===== src/rtl/display_mux.sv =====
// ---------------------------------------------------------------------------
// display_mux
//
// Drives two seven-segment digits from one shared segment bus.
// A single seven_seg decoder is time-shared between the digits.
// A four-state Moore FSM rotates DIGIT0 -> BLANK0 -> DIGIT1 -> BLANK1.
// The blank states give dead time, so that one digit's anode is fully off
// before the other digit's anode turns on.
//
// Build option:
//   DISPLAY_MUX_DEADTIME_EN
//     Defined:   BLANK0 and BLANK1 last BLANK_CYCLES on every rotation.
//     Undefined: BLANK0 is skipped, so the rotation is DIGIT0 -> DIGIT1.
//                BLANK1 is only used after reset or while en=0, and it
//                lasts one cycle once released.
//
// Parameters:
//   DIGIT_CYCLES : clk cycles each digit is lit per visit (>= 2)
//   BLANK_CYCLES : clk cycles of each dead-time blank (>= 1)
//
// Ports:
//   clk    : clock, all state changes on the rising edge
//   reset  : asynchronous active-high reset, forces the display dark
//   en     : display enable; when low the display is held dark in BLANK1
//   s0, s1 : hex values for digit 0 and digit 1
//   seg    : active-low segments, seg[0]=a .. seg[6]=g
//   an0    : active-low anode enable for digit 0
//   an1    : active-low anode enable for digit 1
// ---------------------------------------------------------------------------

// Hex to active-low seven-segment pattern, bit order g..a.
module seven_seg (
    input  logic [3:0] value,
    output logic [6:0] seg
);

    always_comb begin
        seg = 7'b1111111;
        case (value)
            4'h0: seg = 7'b1000000;
            4'h1: seg = 7'b1111001;
            4'h2: seg = 7'b0100100;
            4'h3: seg = 7'b0110000;
            4'h4: seg = 7'b0011001;
            4'h5: seg = 7'b0010010;
            4'h6: seg = 7'b0000010;
            4'h7: seg = 7'b1111000;
            4'h8: seg = 7'b0000000;
            4'h9: seg = 7'b0010000;
            4'hA: seg = 7'b0001000;
            4'hB: seg = 7'b0000011;
            4'hC: seg = 7'b1000110;
            4'hD: seg = 7'b0100001;
            4'hE: seg = 7'b0000110;
            4'hF: seg = 7'b0001110;
            default: seg = 7'b1111111;
        endcase
    end

endmodule

module display_mux #(
    parameter int DIGIT_CYCLES = 20000,
    parameter int BLANK_CYCLES = 200
) (
    input  logic       clk,
    input  logic       reset,
    input  logic       en,
    input  logic [3:0] s0,
    input  logic [3:0] s1,
    output logic [6:0] seg,
    output logic       an0,
    output logic       an1
);

    // The counter only has to reach the longer phase length minus one.
    localparam int MAX_CYCLES = (DIGIT_CYCLES > BLANK_CYCLES) ? DIGIT_CYCLES : BLANK_CYCLES;
    localparam int CW = (MAX_CYCLES > 2) ? $clog2(MAX_CYCLES) : 1;
    localparam logic [CW-1:0] DIGIT_LAST = CW'(DIGIT_CYCLES - 1);
`ifdef DISPLAY_MUX_DEADTIME_EN
    localparam logic [CW-1:0] BLANK_LAST = CW'(BLANK_CYCLES - 1);
`endif

    typedef enum logic [1:0] {
        DIGIT0 = 2'd0,
        BLANK0 = 2'd1,
        DIGIT1 = 2'd2,
        BLANK1 = 2'd3
    } state_t;

    state_t          state;
    state_t          state_next;
    logic [CW-1:0]   count;
    logic [CW-1:0]   count_next;
    logic            phase_done;
    logic            load_s0;
    logic            load_s1;
    logic [3:0]      latch;
    logic [6:0]      seg_dec;

    seven_seg decoder (
        .value (latch),
        .seg   (seg_dec)
    );

    // Next-state and phase counter.
    // A phase ends when the counter reaches its length minus one.
    // Without dead time, BLANK1 is a one-cycle exit state, so it ends at once.
    // A low en overrides everything else and parks the FSM at the start of BLANK1.
    always_comb begin
        state_next = state;
        count_next = count + CW'(1);
        phase_done = 1'b0;

        case (state)
            DIGIT0: phase_done = (count == DIGIT_LAST);
            DIGIT1: phase_done = (count == DIGIT_LAST);
`ifdef DISPLAY_MUX_DEADTIME_EN
            BLANK0: phase_done = (count == BLANK_LAST);
            BLANK1: phase_done = (count == BLANK_LAST);
`else
            BLANK0: phase_done = 1'b1;
            BLANK1: phase_done = 1'b1;
`endif
        endcase

        if (phase_done) begin
            count_next = '0;
            case (state)
`ifdef DISPLAY_MUX_DEADTIME_EN
                DIGIT0: state_next = BLANK0;
                DIGIT1: state_next = BLANK1;
`else
                DIGIT0: state_next = DIGIT1;
                DIGIT1: state_next = DIGIT0;
`endif
                BLANK0: state_next = DIGIT1;
                BLANK1: state_next = DIGIT0;
            endcase
        end

        if (!en) begin
            state_next = BLANK1;
            count_next = '0;
        end
    end

    // The latch captures a digit's value only on the edge that enters that
    // digit, so that input changes during a visit are not shown until the next visit.
    assign load_s0 = (state_next == DIGIT0) && (state != DIGIT0);
    assign load_s1 = (state_next == DIGIT1) && (state != DIGIT1);

    always_ff @(posedge clk or posedge reset) begin
        if (reset) begin
            state <= BLANK1;
            count <= '0;
            latch <= 4'h0;
        end else begin
            state <= state_next;
            count <= count_next;
            if (load_s0) begin
                latch <= s0;
            end else if (load_s1) begin
                latch <= s1;
            end
        end
    end

    // Outputs depend only on the registered state.
    // Because of this, an0 and an1 can never both be low.
    // Because of this, an asynchronous reset also turns the display dark immediately.
    always_comb begin
        an0 = 1'b1;
        an1 = 1'b1;
        seg = 7'b1111111;
        case (state)
            DIGIT0: begin
                an0 = 1'b0;
                seg = seg_dec;
            end
            DIGIT1: begin
                an1 = 1'b0;
                seg = seg_dec;
            end
            default: begin
                an0 = 1'b1;
                an1 = 1'b1;
                seg = 7'b1111111;
            end
        endcase
    end

endmodule


===== config.mk =====
export PLATFORM = sky130hd
export DESIGN_NAME = display_mux
export DESIGN_NICKNAME = d
export VERILOG_FILES = /design/src/rtl/display_mux.sv
export SDC_FILE = /design/constraint.sdc
export NUM_CORES = 1
export LEC_CHECK = 0
export ABC_CLOCK_PERIOD_IN_PS = 2400
export CORE_MARGIN = 2
export CORE_UTILIZATION = 33
export CTS_BUF_LIST = sky130_fd_sc_hd__clkbuf_8
export DETAILED_ROUTE_END_ITERATION = 10
export MAX_ROUTING_LAYER = met4
export PLACE_DENSITY_LB_ADDON = 0.2
export SYNTH_ARGS = -nofsm -noshare
export SYNTH_HDL_FRONTEND = slang
export SYNTH_SLANG_ARGS = --single-unit
export TNS_END_PERCENT = 20

===== constraint.sdc =====
create_clock -name clk -period 2.4 [get_ports clk]
set_clock_uncertainty 0.2 [all_clocks]
set_input_delay 0.6 -clock clk [delete_from_list [all_inputs] [get_ports clk]]
set_output_delay 0.6 -clock clk [all_outputs]
set_load 0.02 [all_outputs]

== Word level (Yosys, flattened, before mapping) ==
Memories as Yosys holds them, arrays and structs flattened.
Cells that the tools add are included.

* Flip-flop bits (word level): 21
* Latch bits: 0
* RAM bits: 0
* ROM bits: 112
* Input port bits: 11
* Output and inout port bits: 9
* Memories kept: 1

* Add/sub/neg operators: 1
* Multiply operators: 0
* Divide/modulo/power cells: 0
* $lt $le $gt $ge: 0
* Eq/ne operators: 6
* Shifts and indexed selects: 0
* Mux-type cells: 11
* Bitwise operators: 0
* Reduce and logical (&&, ||, !) cells: 10

{| class="wikitable"
|+ Memories
! memory !! depth !! bits a word !! rd ports !! clocked after Yosys merged registers in !! write ports !! line !! source
|-
| (no name shown) || 16 || 7 || 1 || 0 || 0 || 39 || <nowiki>case (value)</nowiki>
|}

{| class="wikitable"
|+ Operator list
! kind !! number
|-
| two-way mux 15 bit || 2
|-
| adder 15 x 1 -> 15 bit (second input constant) || 1
|-
| == test 15 bit (second input constant) || 1
|-
| two-way mux 4 bit || 2
|-
| OR reduction 2 bit || 4
|-
| two-way mux 7 bit || 1
|-
| == test 2 bit (second input constant) || 3
|-
| logical NOT 2 bit || 2
|-
| two-way mux 2 bit || 2
|-
| one-hot mux 2 bit (2 select lines) || 1
|-
| nonzero test 2 bit || 2
|-
| == test 2 x 1 -> 1 bit (second input constant) || 1
|-
| logical AND 1 bit || 2
|-
| two-way mux 1 bit || 2
|-
| inequality test 2 bit (second input constant) || 1
|-
| one-hot mux 1 bit (2 select lines) || 1
|}

== Longest topological paths before layout ==
* Depth in word-level cells: 9
* Gate-level depth with buffers: 7

== Cells and area by module ==
From an unflattened synthesis, not the netlist that was laid out.

* Cells, all modules: 133
* Area, all modules: 1393.8 µm²

{| class="wikitable"
|+ By module, submodules not included
! module !! times used !! cells an instance !! area each (µm²) !! sequential area each (µm²)
|-
| display_mux || 1 || 101 || 1118.6 || 528.0
|-
| seven_seg || 1 || 32 || 275.3 || 0.0
|}

== Least setup slack after synthesis ==
No wires, ideal clock.

* Kind: reg2out
* Start point: register latch[0]
* End point: output seg[3]
* Arrival time: 1564 ps
* Data required time: 1600 ps
* Setup slack: 36 ps
* Cell stages (with the launch flop): 6
* Path buffers: 0
* Path through: dfrtp_1 > inv_1 > ha_1 > inv_1 > mux4_2 > or2_2

* Word-level cells in the longest chain between the ends: 2

{| class="wikitable"
|+ RTL lines
! item !! line !! source
|-
| start, declared || 98 || <nowiki>logic [3:0] latch;</nowiki>
|-
| start signal, assigned || 157 || <nowiki>latch <= 4'h0;</nowiki>
|-
| start signal, assigned || 162 || <nowiki>latch <= s0;</nowiki>
|-
| start signal, assigned || 164 || <nowiki>latch <= s1;</nowiki>
|-
| memory read (16 x 7 bit) || - ||
|-
| two-way mux 7 bit || 176 || <nowiki>case (state)</nowiki>
|-
| end, declared || 71 || <nowiki>output logic [6:0] seg,</nowiki>
|}

No other way between the ends.

== Worst setup path after layout ==
Ends and elaborated chain as after synthesis.

==> flow_summary_export.csv <==
group,metric,value,unit
global_route,grt_pass1_wl,4974,um
place,dp_hpwl,1966,um
timing,maxSlewViolCount,0,
setup_path,cp_slowest_stage_delay,0.46,ns
floorplan,coreArea,3744,um^2
setup_path,start_kind,"flop",
synthesis,synth_fp_nets,148,
route,wl_met3,83,um
route,top_layer_used,"met4",
global_route,grt-ovfl-total,0,
clocking,cts_max_level,1,
clocking,clk_latency,0.26,ns
finish,nets,180,
timing,rsz0062_at_grt,"yes",
setup_path,critPathMaxFanout,3,
finish,drive_gt1_share,31.68,%
setup_path,cp.required,1.60,ns
clocking,clk_pin_slew,0.08,ns
synthesis,synth_cell_types,34,
timing,hold_slack,0.2947,ns
synthesis,synth_cells,130,
place,place.gp.congestion,0.8675,
setup_path,cp_slowest_cell,"mux4_2",
global_route,grt_usage,14.44,%
clocking,holdBufCountCts,0,
route,num_vias,1024,
timing,relSlewSlack,76.41,%
setup_path,worst-path-buf-inv,2,
setup_path,path_class,"reg -> out",
floorplan,die_w,67.25,um
clocking,cts.sinks,21,
place,place_inst,204,
finish,fin_util,45.39,%
timing,setup_violations,5,
floorplan,ios,20,
clocking,cts_tree,"yes",
flow_run,maxCapViolCount,0,
global_route,grt_antenna_before_repair,0,
route,antenna_left,0,
clocking,cts_buffer_depth,2,
run_status,outcome,"finished, violations left",
finish,fillers,375,
timing,fin_crit,2.630,ns
route,viasPerCell,4.900,
pwr,peakVddDrop,0.3574,mV
floorplan,die_y,67.25,um
route,drtIter0Drc,23,
route,detail_route.wl_per_cell,12.78,um
synthesis,syn_area,1320,um^2
route,wl_met1,1279,um
route,first_pass_iters,2,
synthesis,ys_seq_area_share,40.00,%
finish,antenna_cells,0,
timing,fin_crit_sh,109.6,%
floorplan,rows,22,
place,port-buffer-count,19,
setup_path,crit_chain,"buf_4 > ha_2 > mux4_2 > or2_4 > buf_6",
timing,worst_slew_pin_slew,0.3531,ns
synthesis,ys_ff_latch,21,
timing,fmax,380.2,MHz
timing,fin_ws,-0.2303,ns
hold_path,hp-class,"reg -> reg",
synthesis,syn_avg_cell_area,10.15,um^2
finish,area_growth,28.72,%
pwr,p_leak,0.0007742,uW
setup_path,crit_family,"multiplexers",
setup_path,crit_path_end_kind,"primary output",
route,wirelength,2671,um
run_status,violations,"setup timing",
finish,layout.cells.non_filler,209,
floorplan,die_area,4522,um^2
global_route,grt_max_degree,22,
global_route,grt_pass1_vias,1151,
pwr,p_per_area,589.4,nW/um^2
setup_path,cp.arrival,1.83,ns
route,met2RoutedLength,1291,um
clocking,ctsRootBufferMaster,"clkbuf_8",
clocking,cts_buffers,3,
route,drc,0,
floorplan,initial_core_util,35.26,%
synthesis,yosysWarnings,0,
setup_path,r2r_slack,0.47,ns
timing,hold_viol_final,0,
## path summary, 6_finish.rpt
path | startpoint | end | cells after the start
min | count[0] | count[0] | 1
min in group asynchronous | reset | count[1] | 3
max | latch[0] | seg[3] | 5
max in group asynchronous | reset | state[0] | 3
max reg2reg | count[0] | latch[2] | 5
min reg2reg | count[0] | count[0] | 1
## timing repair
item                                    CTS  global route
gates resized for setup                  33            13
pin swaps                                 0             1
setup buffers                             1             0
endpoints found under the setup margin    9             7
## synthesized netlist by cell type
cell type,instances,area [um^2]
dfrtp_1,19,475.5
a41oi_4,1,27.53
nand2b_1,2,12.51
nor2_4,1,11.26
nor3_1,2,10.01
mux4_2,1,22.52
and4_1,3,26.28
nand3_1,5,25.02
and3_1,2,12.51
or2_2,2,12.51
inv_1,5,18.77
nand4_1,5,31.28
dfstp_2,2,52.55
nand2_1,9,33.78
and2_1,1,6.260
xor2_1,13,113.9
xnor2_1,1,8.760
o21ai_0,1,5.000
nor2b_1,1,6.260
mux2i_1,6,60.06
nor4_2,1,12.51
a31oi_1,1,6.260
o21a_1,1,7.510
a211o_1,3,26.28
a221o_1,1,10.01
nor2_1,19,71.32
and4_4,1,11.26
ha_1,7,87.58
buf_6,2,22.52
nor3b_1,2,15.01
mux2_4,2,30.03
nand2_2,1,6.260
mux2_2,2,22.52
clkbuf_1,5,18.77
## metal layers
layer	track usage, %	vias up
li1	-	504
met1	17.95	501
met2	25.00	16
met3	3.000	3
met4	1.531	0
met5	-	-
## sequential cells by signal (all words and copies together) (netlist names)
register / flops
latch: 4
state: 2
count: 15
## per-stage QoR
stage               TNS, ns  power [uW]  cell area, um^2  setup WS, ns
floorplan                 0       594.7             1320       0.03590
detailed placement   -1.571       759.5             1634       -0.4630
finish              -0.6694        1002             1699       -0.2303
CTS                  -1.041       999.4             1687       -0.2608
global route         -1.141        1065             1699       -0.2838
global placement     -1.360       753.2             1634       -0.3843
## power breakdown
group | leakage, uW | switching (uW) | internal [uW]
clock network | 0.0000255 | 117 | 116
logic | 0.000472 | 175 | 196
registers | 0.000276 | 24.6 | 373
total | 0.000774 | 316 | 685
## cell families (layout without fill, tap and decap cells)
family                   after synthesis  after routing  share of synthesized area, %
AO/OA/AOI/OAI                          8              8                         6.257
XOR/XNOR                              14             14                         9.289
adder cells (fa/ha/maj)                7              7                         6.635
buffers and inverters                 12             43                         4.550
flip-flops                            21             21                         40.00
multiplexers                          11             11                         10.24
AND/OR/NAND/NOR                       57             57                         23.03
## placed cells by master (no fill, tap or decap), types with 2 or more instances in the layout
cell / n
inv_1: 2
mux2i_1: 6
inv_2: 3
and3_1: 2
nand2_1: 9
xor2_1: 13
nand3_1: 5
dfstp_2: 2
buf_2: 4
clkdlybuf4s50_1: 10
mux2_2: 2
nor2_1: 19
buf_4: 16
dlygate4sd2_1: 2
dfrtp_1: 19
nand4_1: 5
and4_1: 3
a211o_1: 3
nor3_1: 2
mux2_4: 2
clkbuf_8: 3
ha_2: 4
ha_1: 2
## layout make-up
| type | instances | area, um^2 | share of cell area (%) |
|---|---|---|---|
| flip-flops and latches | 21 | 528.0 | 31.08 |
| well taps | 48 | 60.06 | 3.535 |
| clock buffers | 3 | 41.29 | 2.430 |
| inverters | 5 | 18.77 | 1.105 |
| repair buffers | 34 | 274.0 | 16.13 |
| multi-input cells | 97 | 772.0 | 45.43 |
| clock inverters | 1 | 5.005 | 0.2946 |
(Power assumes the default switching activity.)
